===== src/rtl/deser_pkg.sv =====
// Shared types and helpers for the multi-width serial-to-parallel deserializer.
// The FSM state encoding doubles as the EA_des debug value.
package deser_pkg;

    typedef enum logic [1:0] {
        SYNC    = 2'd0,
        RECEIVE = 2'd1,
        PARITY  = 2'd2,
        FULL    = 2'd3
    } state_t;

    // Widest word the parity helper accepts; narrower words are zero-extended.
    localparam int PARITY_MAX_WIDTH = 256;

    function automatic logic parity_ok(
        input logic [PARITY_MAX_WIDTH-1:0] word,
        input logic                        par_bit,
        input logic                        odd
    );
        return (((^word) ^ par_bit) == odd);
    endfunction

endpackage


===== src/rtl/deser_word_fifo.sv =====
// Completed-word buffer: circular FIFO with registered head, non-empty flag and level.
// The head register is loaded with the word that will be at the front after each edge.
module deser_word_fifo #(
    parameter int DATA_WIDTH = 8,
    parameter int OUT_DEPTH  = 2,
    localparam int LW        = $clog2(OUT_DEPTH + 1)
) (
    input  logic                  clock_100KHZ,
    input  logic                  reset,
    input  logic                  push,
    input  logic [DATA_WIDTH-1:0] push_data,
    input  logic                  pop,
    output logic [DATA_WIDTH-1:0] head,
    output logic                  not_empty,
    output logic [LW-1:0]         level
);

    localparam int PW = (OUT_DEPTH > 1) ? $clog2(OUT_DEPTH) : 1;

    logic [DATA_WIDTH-1:0] mem_r [OUT_DEPTH];
    logic [PW-1:0]         wr_ptr_r;
    logic [PW-1:0]         rd_ptr_r;
    logic [PW-1:0]         rd_ptr_next_s;
    logic [LW-1:0]         level_r;
    logic [LW-1:0]         level_next_s;
    logic [DATA_WIDTH-1:0] head_r;
    logic [DATA_WIDTH-1:0] head_next_s;
    logic                  not_empty_r;
    logic                  pop_en_s;
    logic                  push_en_s;

    function automatic logic [PW-1:0] ptr_inc(input logic [PW-1:0] ptr);
        if (ptr == PW'(OUT_DEPTH - 1)) begin
            return '0;
        end else begin
            return ptr + PW'(1);
        end
    endfunction

    assign pop_en_s  = pop && (level_r != LW'(0));
    // A push into a full buffer is only legal when the head leaves on the same edge.
    assign push_en_s = push && ((level_r != LW'(OUT_DEPTH)) || pop_en_s);

    // Next level, next read pointer and next head word.
    always_comb begin
        level_next_s  = level_r;
        rd_ptr_next_s = rd_ptr_r;
        head_next_s   = '0;
        if (push_en_s && !pop_en_s) begin
            level_next_s = level_r + LW'(1);
        end else if (!push_en_s && pop_en_s) begin
            level_next_s = level_r - LW'(1);
        end else begin
            level_next_s = level_r;
        end
        if (pop_en_s) begin
            rd_ptr_next_s = ptr_inc(rd_ptr_r);
        end else begin
            rd_ptr_next_s = rd_ptr_r;
        end
        if (level_next_s == LW'(0)) begin
            head_next_s = '0;
        end else if (push_en_s && (wr_ptr_r == rd_ptr_next_s)) begin
            head_next_s = push_data;
        end else begin
            head_next_s = mem_r[rd_ptr_next_s];
        end
    end

    // Storage, pointers and registered outputs.
    always_ff @(posedge clock_100KHZ or posedge reset) begin
        if (reset) begin
            for (int i = 0; i < OUT_DEPTH; i++) begin
                mem_r[i] <= '0;
            end
            wr_ptr_r    <= '0;
            rd_ptr_r    <= '0;
            level_r     <= '0;
            head_r      <= '0;
            not_empty_r <= 1'b0;
        end else begin
            if (push_en_s) begin
                mem_r[wr_ptr_r] <= push_data;
                wr_ptr_r        <= ptr_inc(wr_ptr_r);
            end
            rd_ptr_r    <= rd_ptr_next_s;
            level_r     <= level_next_s;
            head_r      <= head_next_s;
            not_empty_r <= (level_next_s != LW'(0));
        end
    end

    assign head      = head_r;
    assign not_empty = not_empty_r;
    assign level     = level_r;

endmodule


===== src/rtl/deserializer_multi.sv =====
// Parametrised serial-to-parallel deserializer: FSM, shift register and parity check,
// feeding completed words into a small FIFO that talks the data_ready/ack_in handshake.
module deserializer_multi
    import deser_pkg::*;
#(
    parameter int DATA_WIDTH = 8,
    parameter int MSB_FIRST  = 1,
    parameter int PARITY_EN  = 0,
    parameter int PARITY_ODD = 0,
    parameter int OUT_DEPTH  = 2
) (
    input  logic                             clock_100KHZ,
    input  logic                             reset,
    input  logic                             data_in,
    input  logic                             write_in,
    input  logic                             abort_in,
    input  logic                             ack_in,
    output logic                             status_out,
    output logic [DATA_WIDTH-1:0]            data_out,
    output logic                             data_ready,
    output logic                             parity_err,
    output logic [$clog2(OUT_DEPTH+1)-1:0]   buf_level,
    output logic [1:0]                       EA_des
);

    localparam int CW = $clog2(DATA_WIDTH + 1);
    localparam int LW = $clog2(OUT_DEPTH + 1);

    state_t                state_r;
    state_t                state_next_s;
    logic [DATA_WIDTH-1:0] shift_r;
    logic [DATA_WIDTH-1:0] shift_next_s;
    logic [DATA_WIDTH-1:0] shifted_s;
    logic [CW-1:0]         cnt_r;
    logic [CW-1:0]         cnt_next_s;
    logic                  status_r;
    logic                  parity_err_r;
    logic                  parity_err_next_s;
    logic                  push_s;
    logic [DATA_WIDTH-1:0] push_word_s;
    logic                  accept_s;
    logic                  pop_eff_s;
    logic                  fills_s;
    logic [LW-1:0]         level_s;

    assign accept_s  = status_r && write_in;
    assign pop_eff_s = ack_in && (level_s != LW'(0));
    // A push without a pop that occupies the last free slot stops reception.
    assign fills_s   = !pop_eff_s && (level_s == LW'(OUT_DEPTH - 1));

    // Shift register contents if the current data_in bit were taken.
    always_comb begin
        shifted_s = shift_r;
        if (MSB_FIRST != 0) begin
            shifted_s = {shift_r[DATA_WIDTH-2:0], data_in};
        end else begin
            shifted_s = {data_in, shift_r[DATA_WIDTH-1:1]};
        end
    end

    // Next-state, datapath and push decisions; abort wins over any bit on the same edge.
    always_comb begin
        state_next_s      = state_r;
        shift_next_s      = shift_r;
        cnt_next_s        = cnt_r;
        push_s            = 1'b0;
        push_word_s       = shifted_s;
        parity_err_next_s = 1'b0;
        case (state_r)
            SYNC: begin
                state_next_s = RECEIVE;
            end
            RECEIVE: begin
                if (abort_in) begin
                    shift_next_s = '0;
                    cnt_next_s   = '0;
                end else if (accept_s && (cnt_r == CW'(DATA_WIDTH - 1))) begin
                    if (PARITY_EN != 0) begin
                        shift_next_s = shifted_s;
                        cnt_next_s   = CW'(DATA_WIDTH);
                        state_next_s = PARITY;
                    end else begin
                        push_s       = 1'b1;
                        push_word_s  = shifted_s;
                        shift_next_s = '0;
                        cnt_next_s   = '0;
                        if (fills_s) begin
                            state_next_s = FULL;
                        end else begin
                            state_next_s = RECEIVE;
                        end
                    end
                end else if (accept_s) begin
                    shift_next_s = shifted_s;
                    cnt_next_s   = cnt_r + CW'(1);
                end else begin
                    state_next_s = RECEIVE;
                end
            end
            PARITY: begin
                if (abort_in) begin
                    shift_next_s = '0;
                    cnt_next_s   = '0;
                    state_next_s = RECEIVE;
                end else if (accept_s) begin
                    shift_next_s = '0;
                    cnt_next_s   = '0;
                    if (parity_ok(PARITY_MAX_WIDTH'(shift_r), data_in, (PARITY_ODD != 0))) begin
                        push_s      = 1'b1;
                        push_word_s = shift_r;
                        if (fills_s) begin
                            state_next_s = FULL;
                        end else begin
                            state_next_s = RECEIVE;
                        end
                    end else begin
                        parity_err_next_s = 1'b1;
                        state_next_s      = RECEIVE;
                    end
                end else begin
                    state_next_s = PARITY;
                end
            end
            FULL: begin
                if (pop_eff_s) begin
                    state_next_s = RECEIVE;
                end else begin
                    state_next_s = FULL;
                end
            end
            default: begin
                state_next_s = SYNC;
                shift_next_s = '0;
                cnt_next_s   = '0;
            end
        endcase
    end

    // State, shift register, counter and registered status flags.
    always_ff @(posedge clock_100KHZ or posedge reset) begin
        if (reset) begin
            state_r      <= SYNC;
            shift_r      <= '0;
            cnt_r        <= '0;
            status_r     <= 1'b0;
            parity_err_r <= 1'b0;
        end else begin
            state_r      <= state_next_s;
            shift_r      <= shift_next_s;
            cnt_r        <= cnt_next_s;
            status_r     <= (state_next_s == RECEIVE) || (state_next_s == PARITY);
            parity_err_r <= parity_err_next_s;
        end
    end

    deser_word_fifo #(
        .DATA_WIDTH (DATA_WIDTH),
        .OUT_DEPTH  (OUT_DEPTH)
    ) u_fifo (
        .clock_100KHZ (clock_100KHZ),
        .reset        (reset),
        .push         (push_s),
        .push_data    (push_word_s),
        .pop          (ack_in),
        .head         (data_out),
        .not_empty    (data_ready),
        .level        (level_s)
    );

    assign buf_level  = level_s;
    assign status_out = status_r;
    assign parity_err = parity_err_r;
    assign EA_des     = state_r;

endmodule


===== config.mk =====
export PLATFORM = sky130hd
export DESIGN_NAME = deserializer_multi
export DESIGN_NICKNAME = d
export VERILOG_FILES = /design/src/rtl/deser_pkg.sv /design/src/rtl/deser_word_fifo.sv /design/src/rtl/deserializer_multi.sv
export SDC_FILE = /design/constraint.sdc
export NUM_CORES = 1
export LEC_CHECK = 0
export ABC_AREA = 1
export CORE_UTILIZATION = 35
export DETAILED_ROUTE_END_ITERATION = 7
export PLACE_DENSITY = 0.56
export SLEW_MARGIN = 20
export SYNTH_ARGS = -nofsm -noshare
export SYNTH_HDL_FRONTEND = slang
export SYNTH_SLANG_ARGS = --single-unit
export TNS_END_PERCENT = 5

===== constraint.sdc =====
create_clock -name clock_100KHZ -period 2.9 [get_ports clock_100KHZ]
set_clock_uncertainty 0.05 [all_clocks]
set_input_delay 0.29 -clock clock_100KHZ [delete_from_list [all_inputs] [get_ports clock_100KHZ]]
set_output_delay 0.29 -clock clock_100KHZ [all_outputs]
set_load 0.01 [all_outputs]

==> results of run 1 <==
==> synthesized netlist by cell type, drive strengths merged, types with 2 or more instances <==
cell / instances
buf: 3
nand2: 85
nand3: 15
o21ai: 20
mux2i: 7
a21oi: 20
o21a: 8
o22ai: 8
nand4: 2
nor3: 4
ha: 8
inv: 45
xnor2: 2
dfrtp: 45
clkbuf: 2
xor2: 3
nor2: 25
==> final cells by class <==
cell class	instances	area (sq um)	area share (%)
Multi-Input combinational cell	211	1170	40.5
Sequential cell	45	1130	38.9
Timing Repair Buffer	22	215	7.43
Inverter	45	169	5.83
Tap cell	96	120	4.15
Clock buffer	5	68.8	2.38
Clock inverter	3	25.0	0.864
==> registers in the layout (all words and copies together), names as in the netlist <==
| name | cells |
|---|---|
| EA_des | 2 |
| cnt_r | 4 |
| parity_err | 1 |
| shift_r | 8 |
| status_out | 1 |
| u_fifo.head | 8 |
| u_fifo.level | 2 |
| u_fifo.mem_r | 16 |
| u_fifo.not_empty | 1 |
| u_fifo.rd_ptr_r | 1 |
| u_fifo.wr_ptr_r | 1 |
==> worst max-delay path: stages (launching register included) <==
cell,delay [ns]
dfrtp_1,0.44
inv_1,0.10
ha_1,0.17
inv_1,0.07
nor3_1,0.41
nand3_2,0.18
nand2_4,0.13
nand2_1,0.08
nand2_1,0.11
nand2_1,0.06
nand3_1,0.08
nand2_2,0.15
a21oi_1,0.18
==> layout by cell type (no fill, tap or decap), drive strengths merged, types with 8 or more instances in the layout <==
master,Yosys,final
nand2,85,85
clkdlybuf4s50,0,20
o21a,8,8
nor2,25,25
a21oi,20,20
nand3,15,15
dfrtp,45,45
ha,8,8
o22ai,8,8
o21ai,20,20
inv,45,45
==> power by group <==
part	internal [W]	total, W	switching, W
registers	0.000812	0.000934	0.000122
logic	0.000474	0.00112	0.000643
clock network	0.000174	0.000413	0.000239
total	0.00146	0.00246	0.00100
==> how the worst max path moves through the flow <==
stage	startpoint	to	slack (ns)	depth (start not counted)
final	EA_des[0]	u_fifo.head[0]	0.61	12
after CTS	EA_des[0]	u_fifo.head[6]	0.60	12
after floorplan	u_fifo.level[0]	u_fifo.head[6]	0.82	10
after detailed placement	write_in	u_fifo.mem_r[7]	0.56	11
after global placement	abort_in	u_fifo.head[7]	0.60	9
after global routing	EA_des[0]	u_fifo.head[6]	0.39	11
==> metal layers <==
layer  share of wire [%]  vias up  track usage [%]
met2                  45       31             22.4
met3                 2.8        5             2.86
met1                  51      892             19.8
li1                    -     1031                -
met5                   0        -                0
met4                 1.4        0             5.00
==> logic make-up (layout without fill, tap and decap cells) <==
| group | count (synthesis) | in the layout | share of synthesized area (%) |
|---|---|---|---|
| and+or+nand+nor | 133 | 133 | 24.6 |
| AOI/OAI and AO/OA | 58 | 58 | 13.0 |
| buffers and inverters | 50 | 75 | 8.15 |
| DFF | 45 | 45 | 45.0 |
| adders and majority gates | 8 | 8 | 4.00 |
| muxes | 7 | 7 | 2.80 |
| xor gates and xnor gates | 5 | 5 | 2.50 |
==> metrics by stage <==
stage	instances	power [W]	setup WS, ns	instance area, sq um	hold WS, ns
after CTS	427	0.00249	0.604	2900	0.406
after global routing	427	0.00270	0.388	2900	0.461
after floorplan	306	0.00171	0.819	2500	0.414
final	427	0.00246	0.611	2900	0.387
after global placement	419	0.00206	0.597	2800	0.426
after detailed placement	419	0.00207	0.557	2800	0.430
==> run summary, run 1 <==
Hold Crit Class: input pin to async pin
Setup Buffers After CTS: 0
Clock slew at reported path FFs: 0.10 ns
CTS sink cnt: 45
Final Max Tran Viols: 0
Core ar.: 0.00683 sq mm
Share of layout cells above drive strength 1: 7.25%
Tmin final: 2.29 ns
Largest fanout on the critical path: 10
Vias in the first global route: 1798
Diode count: 0
Post-route setup TNS: 0 ns
Synth area leaders: dfrtp_1 (45%), nand2_1 (12%), inv_1 (6.5%), a21oi_1 (4.0%), ha_1 (4.0%)
Tightest Pin Transition: 0.585 ns
Hold-fix buffers at CTS: 0
Post-Syn Nets: 320
Register area share after synthesis: 45.0%
Finished Core Util: 42.4%
DRT iter0 DRCs: 93
Total track usage: 14.3%
Reg-to-Reg End: u_fifo.head[0]
Die area: 0.00749 sq mm
Max VDD drop: 0.316 mV
Ys Warns: 0
Final worst path period share: 78.9%
Synth area leader: dfrtp_1
Slew margin rel.: 61.0%
Rows: 30
CTS H-tree lvls: 2
Max Cap Viol: 0
Post-cts resize count: 0
Reg2Reg Setup Slack: 0.61 ns
TritonRoute pass-1 iters: 4
Post-synth EDFFs: 0
Crit path arrival time: 2.47 ns
Nets: 344
Pwr per Cell Area: 851 mW/mm^2
Post-synth cell types: 32
Largest net degree at the start of global routing: 46
Instance count of the mapped netlist: 306
Clock Latency Late Sink: 0.31 ns
Starting density of the core: 36.6%
Grt ovf: 0
Avg Inst Size Synth: 8.18 sq um
Via density: 4.59
Post-Syn Area: 0.00250 sq mm
RR Startpoint: EA_des[0]
Area Overhead vs Synth: 15.8%
IO buf count: 20
Asr flop ratio synth: 100%
Final hold vios: 0
R2r worst-path depth: 12
Crit. End Element: flip-flop
Main synth FF type: dfrtp_1
DR WL/cell: 11.1 um
First-pass GRT wire length: 8340 um
Num ports: 21
Post-DP HPWL: 3450 um
Die height: 86.6 um
Clk buf depth: 2
Status: finished, final reports clean
Static Leak: 1.36 nW
Die width: 86.6 um
Clock root buffer: clkbuf_8
Residual DRC count: 0
Req. time, crit path: 3.08 ns
Antenna Nets Post-Route: 0
Final wirelength: 4740 um
CTS tree: yes
TritonCTS Buffers: 5
Nature of the critical path startpoint: flip-flop
# setup viols final: 0
Routability congestion estimate: 0.817
Vias: 1959
Initial antenna violation count: 0
Fillers: 705
Yosys top cell area share: 45.0%
Setup CP Type: flip-flop to flip-flop
F_max: 0.437 GHz
Flops & latches, synth: 45
Unrepaired setup endpoints after global routing: no
(Power assumes the default switching activity.)
==> run 2: changes to the inputs <==
--- a/config.mk
+++ b/config.mk
@@ -8,7 +8,7 @@
 export ABC_AREA = 1
 export CORE_UTILIZATION = 35
 export DETAILED_ROUTE_END_ITERATION = 7
-export PLACE_DENSITY = 0.56
+export PLACE_DENSITY = 0.58
 export SLEW_MARGIN = 20
 export SYNTH_ARGS = -nofsm -noshare
 export SYNTH_HDL_FRONTEND = slang
==> constraint.sdc (replaced) <==
create_clock -name clock_100KHZ -period 1.98 [get_ports clock_100KHZ]
set_clock_uncertainty 0.05 [all_clocks]
set_input_delay 0.198 -clock clock_100KHZ [delete_from_list [all_inputs] [get_ports clock_100KHZ]]
set_output_delay 0.198 -clock clock_100KHZ [all_outputs]
set_load 0.01 [all_outputs]
==> run 2 against run 1 <==
The flow now finishes with violations (negative setup slack). Clock power is 70% higher. Register-to-register slack worse by 0.66 ns. Hold slack worse by 0.19 ns. Highest routed layer unchanged. Die area stayed put. Design area is 21% higher. Clock-buffer cell count is 1 higher. Total power is 80% higher. Via count is 13% higher. Cell count is 13% higher. Wire length is 18% higher.
==> run summary, run 2 (synthesis gave the netlist of run 1 again) <==
Hold Crit Class: input pin to async pin (unchanged)
Antenna Nets Post-Route: 0 (unchanged)
TritonCTS Buffers: 5 (unchanged)
Vias: 2219 (was 1959)
Static Leak: 1.65 nW (was 1.36 nW)
Total track usage: 15.6% (was 14.3%)
Clock Latency Late Sink: 0.29 ns (was 0.31 ns)
Num ports: 21 (unchanged)
Post-route setup slack: -0.0489 ns (was 0.611 ns)
Final Max Tran Viols: 0 (unchanged)
Die width: 86.6 um (unchanged)
Final worst path period share: 102% (was 78.9%)
F_max: 0.493 GHz (was 0.437 GHz)
Die height: 86.6 um (unchanged)
Comb power frac: 53.3% (was 45.3%)
Slew margin rel.: 80.0% (was 61.0%)
Final hold vios: 0 (unchanged)
Hold-fix buffers at CTS: 0 (unchanged)
Grt ovf: 0 (unchanged)
Design area: 0.00350 sq mm (was 0.00290 sq mm)
CTS sink cnt: 45 (unchanged)
Crit. Startpoint: shift_r[3] (was EA_des[0])
Crit path arrival time: 2.16 ns (was 2.47 ns)
# setup viols final: 11 (was 0)
Tightest Pin Transition: 0.298 ns (was 0.585 ns)
Internal power: 0.00271 W (was 0.00146 W)
Rows: 30 (unchanged)
Failing checks: negative setup slack
Setup CP Type: flip-flop to flip-flop (unchanged)
Nets: 399 (was 344)
Finished Core Util: 51.3% (was 42.4%)
Routability congestion estimate: 0.854 (was 0.817)
TritonRoute pass-1 iters: 4 (unchanged)
Crit. End Element: flip-flop (unchanged)
Max Cap Viol: 0 (unchanged)
Largest fanout on the critical path: 5 (was 10)
Fillers: 657 (was 705)
Largest net degree at the start of global routing: 46 (unchanged)
Diode count: 0 (unchanged)
Pwr per Cell Area: 1260 mW/mm^2 (was 851 mW/mm^2)
CTS tree: yes (unchanged)
Unrepaired setup endpoints after global routing: yes (was no)
Status: complete, but fails checks (was finished, final reports clean)
Placement Setup Slack: -0.196 ns (was 0.557 ns)
CTS H-tree lvls: 2 (unchanged)
DR WL/cell: 11.6 um (was 11.1 um)
Commonest non-fill, non-tap cells in the layout: nand2_1 (67), buf_4 (53), dfrtp_1 (39), inv_1 (36) (was nand2_1 (82), dfrtp_1 (45), inv_1 (42), nor2_1 (22))
Clock root buffer: clkbuf_8 (unchanged)
Residual DRC count: 0 (unchanged)
Die area: 0.00749 sq mm (unchanged)
Req. time, crit path: 2.11 ns (was 3.08 ns)
Flop pwr share: 30.8% (was 37.9%)
Clk buf depth: 2 (unchanged)
Core ar.: 0.00683 sq mm (unchanged)
Clock power frac: 15.9% (was 16.8%)
RR Startpoint: shift_r[3] (was EA_des[0])
Via density: 4.60 (was 4.59)
First-pass GRT wire length: 9380 um (was 8340 um)
Sw frac: 38.8% (was 40.7%)
Max reg flops: 16 (unchanged)
Max VDD drop: 0.502 mV (was 0.316 mV)
Final wirelength: 5600 um (was 4740 um)
Post-DP HPWL: 3880 um (was 3450 um)
Commonest non-fill, non-tap cell in the layout: nand2_1 (unchanged)
IO buf count: 20 (unchanged)
Tmin final: 2.03 ns (was 2.29 ns)
Share of layout cells above drive strength 1: 30.6% (was 7.25%)
Vias in the first global route: 2112 (was 1798)
DRT iter0 DRCs: 83 (was 93)
Largest Register: u_fifo.mem_r (unchanged)
Area Overhead vs Synth: 40.0% (was 15.8%)
Clock slew at reported path FFs: 0.09 ns (was 0.10 ns)
Initial antenna violation count: 0 (unchanged)
Fin Hold WS: 0.194 ns (was 0.387 ns)
Nature of the critical path startpoint: flip-flop (unchanged)
Psw: 0.00172 W (was 0.00100 W)
Starting density of the core: 36.6% (unchanged)
Placed cell areas: 0.00317 sq mm (was 0.00280 sq mm)
run 2: through the flow:
step	TNS (ns)	cells	power [W]
floorplan	-0.396	306	0.00251
global placement	-2.32	461	0.00333
detailed placement	-4.10	461	0.00336
CTS	-0.0152	471	0.00413
global route	-3.66	482	0.00477
finish	-0.315	482	0.00443
run 2: power groups by stage:
stage / sequential, W / clock, W / combinational (W)
2_1_floorplan: 0.00142 / 0 / 0.00109
4_1_cts: 0.00135 / 0.000722 / 0.00207
6_report: 0.00136 / 0.000703 / 0.00236
3_5_place_dp: 0.00137 / 0 / 0.00199
5_1_grt: 0.00140 / 0.000756 / 0.00262
3_3_place_gp: 0.00136 / 0 / 0.00197
run 2: critical path, stage by stage, from the launching register on:
cell	delay, ns
dfrtp_2	0.45
inv_2	0.11
nand2_2	0.07
nand2_1	0.07
nand3_1	0.08
nand2_2	0.09
nand2_2	0.08
nand3_4	0.10
nand3_4	0.09
nand2_4	0.12
nand4_1	0.18
nand2_1	0.13
nand2_2	0.11
nand2_4	0.12
a21oi_1	0.07
run 2: timing repair:
item,CTS,global route
pin swaps,2,12
buffers inserted,2,10
gates resized for setup,9,39
endpoints found under the setup margin,18,29
cloned,0,1
run 2: area by class of cell:
class                   instances  area [sq um]  area share (%)
clock inverters                 2          38.8            1.11
multi-input cells             212          1310            37.4
clock buffers                   6          72.6            2.07
flip-flops and latches         45          1130            32.3
repair buffers                 76           658            18.8
well taps                      96           120            3.43
inverters                      45           171            4.89
run 2: final timing paths:
check | to | slack [ns] | cells past startpoint
max | u_fifo.head[3] | -0.05 | 14
min | u_fifo.level[0] | 0.19 | 3
max reg2reg | u_fifo.head[3] | -0.05 | 14
min reg2reg | u_fifo.mem_r[2] | 0.46 | 1
max in group asynchronous | shift_r[5] | 1.45 | 3
min in group clock_100KHZ | u_fifo.mem_r[2] | 0.46 | 1
run 2: layer usage:
metal  part of all wire [%]  track usage [%]
met5                      0                0
met4                   0.70             3.18
met3                    2.6             3.14
met2                     49             26.9
met1                     48             20.3
==> run 3: changes to the inputs <==
--- a/config.mk
+++ b/config.mk
@@ -6,6 +6,8 @@
 export NUM_CORES = 1
 export LEC_CHECK = 0
 export ABC_AREA = 1
+export ABC_CLOCK_PERIOD_IN_PS = 1980
+export CORE_ASPECT_RATIO = 1.4
 export CORE_UTILIZATION = 35
 export DETAILED_ROUTE_END_ITERATION = 7
 export PLACE_DENSITY = 0.58
==> run 3 against run 2 <==
The run still ends with negative setup slack left. Via count rose by 1.4%. Critical path depth fell by 1. Maximum frequency rose by 0.29%. First-iteration DRC count fell by 4.8%. Wire length rose by 2.0%. Total power fell by 1.7%. Non-clock buffer count did not move. Clock-buffer cell count fell by 1. Critical path type unchanged. Highest routed layer unchanged.
==> run summary, run 3 (synthesis gave the netlist of run 1 again) <==
Unrepaired setup endpoints after global routing: yes (unchanged)
Die height: 102 um (was 86.6 um)
Tmin final: 2.02 ns (was 2.03 ns)
Pwr per Cell Area: 1240 mW/mm^2 (was 1260 mW/mm^2)
Residual DRC count: 0 (unchanged)
Setup CP Type: flip-flop to flip-flop (unchanged)
Met3 wire len: 106 um (was 143 um)
Commonest non-fill, non-tap cell in the layout: nand2_1 (unchanged)
Routability congestion estimate: 0.918 (was 0.854)
Wire length on met2: 3080 um (was 2730 um)
Rows: 36 (was 30)
M1 wire length: 2390 um (was 2690 um)
Post-DP HPWL: 4190 um (was 3880 um)
Top routing layer in use: met4 (unchanged)
Clk buf depth: 2 (unchanged)
Nets: 399 (unchanged)
Initial antenna violation count: 0 (unchanged)
TritonRoute pass-1 iters: 4 (unchanged)
Grt ovf: 0 (unchanged)
Num ports: 21 (unchanged)
Design area: 0.00352 sq mm (was 0.00350 sq mm)
IO buf count: 20 (unchanged)
CTS tree: yes (unchanged)
Antenna Nets Post-Route: 0 (unchanged)
Status: complete, but fails checks (unchanged)
Final hold vios: 0 (unchanged)
Final wirelength: 5710 um (was 5600 um)
Static Leak: 1.66 nW (was 1.65 nW)
Core ar.: 0.00694 sq mm (was 0.00683 sq mm)
Reg2Reg Setup Slack: -0.04 ns (was -0.05 ns)
First-pass GRT wire length: 9830 um (was 9380 um)
Req. time, crit path: 2.17 ns (was 2.11 ns)
Largest Register: u_fifo.mem_r (unchanged)
Sequential cell area: 0.00113 sq mm (about the same)
DR WL/cell: 11.9 um (was 11.6 um)
Starting density of the core: 36.1% (was 36.6%)
Crit path max-delay cell type: dfrtp_2 (unchanged)
Max Cap Viol: 0 (unchanged)
CTS H-tree lvls: 2 (unchanged)
Post-route setup slack: -0.0430 ns (was -0.0489 ns)
Slew margin rel.: 54.4% (was 80.0%)
Final worst path period share: 102% (about the same)
Crit. End Element: flip-flop (unchanged)
Largest net degree at the start of global routing: 18 (was 46)
Commonest non-fill, non-tap cells in the layout: nand2_1 (68), buf_4 (51), dfrtp_1 (40), inv_1 (37) (was nand2_1 (67), buf_4 (53), dfrtp_1 (39), inv_1 (36))
Clock slew at reported path FFs: 0.09 ns (about the same)
Tightest Pin Transition: 0.679 ns (was 0.298 ns)
Placed cell areas: 0.00321 sq mm (was 0.00317 sq mm)
Hold-fix buffers at CTS: 0 (unchanged)
Top delay family on crit path: simple AND/OR/NAND/NOR gates (unchanged)
# setup viols final: 17 (was 11)
Die width: 73.5 um (was 86.6 um)
Area Overhead vs Synth: 40.8% (was 40.0%)
Share of layout cells above drive strength 1: 29.8% (was 30.6%)
Die area: 0.00750 sq mm (was 0.00749 sq mm)
TritonCTS Buffers: 5 (unchanged)
Fillers: 683 (was 657)
CTS sink cnt: 45 (unchanged)
Crit path buf inv count: 2 (was 1)
Clock Latency Late Sink: 0.31 ns (was 0.29 ns)
Clock root buffer: clkbuf_8 (unchanged)
Finished Core Util: 50.8% (was 51.3%)
DRT iter0 DRCs: 79 (was 83)
Total power: 0.00435 W (was 0.00443 W)
Via density: 4.68 (was 4.60)
Hold Crit Class: input pin to async pin (unchanged)
Multi-input logic area: 0.00131 sq mm (about the same)
Largest fanout on the critical path: 6 (was 5)
Diode count: 0 (unchanged)
Max incr delay on CP: 0.46 ns (was 0.45 ns)
Total track usage: 16.9% (was 15.6%)
Vias in the first global route: 2282 (was 2112)
Nature of the critical path startpoint: flip-flop (unchanged)
Crit path arrival time: 2.21 ns (was 2.16 ns)
F_max: 0.494 GHz (was 0.493 GHz)
Final Max Tran Viols: 0 (unchanged)
Failing checks: negative setup slack (unchanged)
Vias: 2251 (was 2219)
Max VDD drop: 0.529 mV (was 0.502 mV)
Max reg flops: 16 (unchanged)
Worst path cell trace: inv_2 -> nand2_2 -> nand2_1 -> nand3_2 -> nand2_2 -> nand2_2 -> nand3_4 -> nand3_4 -> nand2_4 -> nand3_4 -> buf_12 -> nor2_8 -> mux2i_1 (was inv_2 -> nand2_2 -> nand2_1 -> nand3_1 -> nand2_2 -> nand2_2 -> nand3_4 -> nand3_4 -> nand2_4 -> nand4_1 -> nand2_1 -> nand2_2 -> nand2_4 -> a21oi_1)
Post-route setup TNS: -0.451 ns (was -0.315 ns)
run 3: worst register-to-register path, stage by stage (launching register included):
cell	delay, ns
dfrtp_2	0.46
inv_2	0.11
nand2_2	0.08
nand2_1	0.08
nand3_2	0.07
nand2_2	0.11
nand2_2	0.09
nand3_4	0.08
nand3_4	0.10
nand2_4	0.12
nand3_4	0.10
buf_12	0.16
nor2_8	0.14
mux2i_1	0.21
run 3: timing repair:
item / CTS / global route
pin swaps: 10 / 18
gates resized for setup: 15 / 30
cloned: 1 / 0
setup buffers: 4 / 4
endpoints found under the setup margin: 27 / 30
endpoints found under the hold margin: 0 / 0
run 3: final timing paths:
| kind | startpoint | endpoint | cells after the start |
|---|---|---|---|
| worst max register to register | shift_r[2] | u_fifo.mem_r[15] | 13 |
| min in group clock_100KHZ | u_fifo.mem_r[4] | u_fifo.mem_r[4] | 1 |
| worst min-delay path | reset | u_fifo.mem_r[10] | 2 |
| max in group asynchronous | reset | u_fifo.rd_ptr_r | 3 |
| worst min register to register | u_fifo.mem_r[4] | u_fifo.mem_r[4] | 1 |
| worst max-delay path | shift_r[2] | u_fifo.mem_r[15] | 13 |
run 3: layer usage:
metal | global-route usage, % | up-vias
li1 | - | 1142
met3 | 3.06 | 11
met2 | 30.6 | 23
met4 | 7.10 | 0
met1 | 19.3 | 1075
met5 | 0 | -
run 3: layout make-up:
cell class	instances	share of cell area, %
clock buffer	5	1.95
clock inverter	3	1.31
inverter	45	4.86
multi-input combinational	212	37.2
sequential	45	32.1
tap	95	3.37
timing repair buffer	76	19.1
run 3: per-stage QoR:
step	setup WS (ns)	cells	hold WS (ns)
floorplan	-0.0572	306	0.337
global placement	-0.129	464	0.423
detailed placement	-0.177	464	0.430
CTS	-0.0347	477	0.178
global route	-0.186	481	0.213
finish	-0.0430	481	0.158
run 3: power by group:
group | total [W] | switching [W] | internal [W] | leakage [nW]
Combinational | 0.00226 | 0.00119 | 0.00107 | 1.07
Clock | 0.000723 | 0.000345 | 0.000378 | 0.0543
Sequential | 0.00137 | 0.000170 | 0.00119 | 0.537
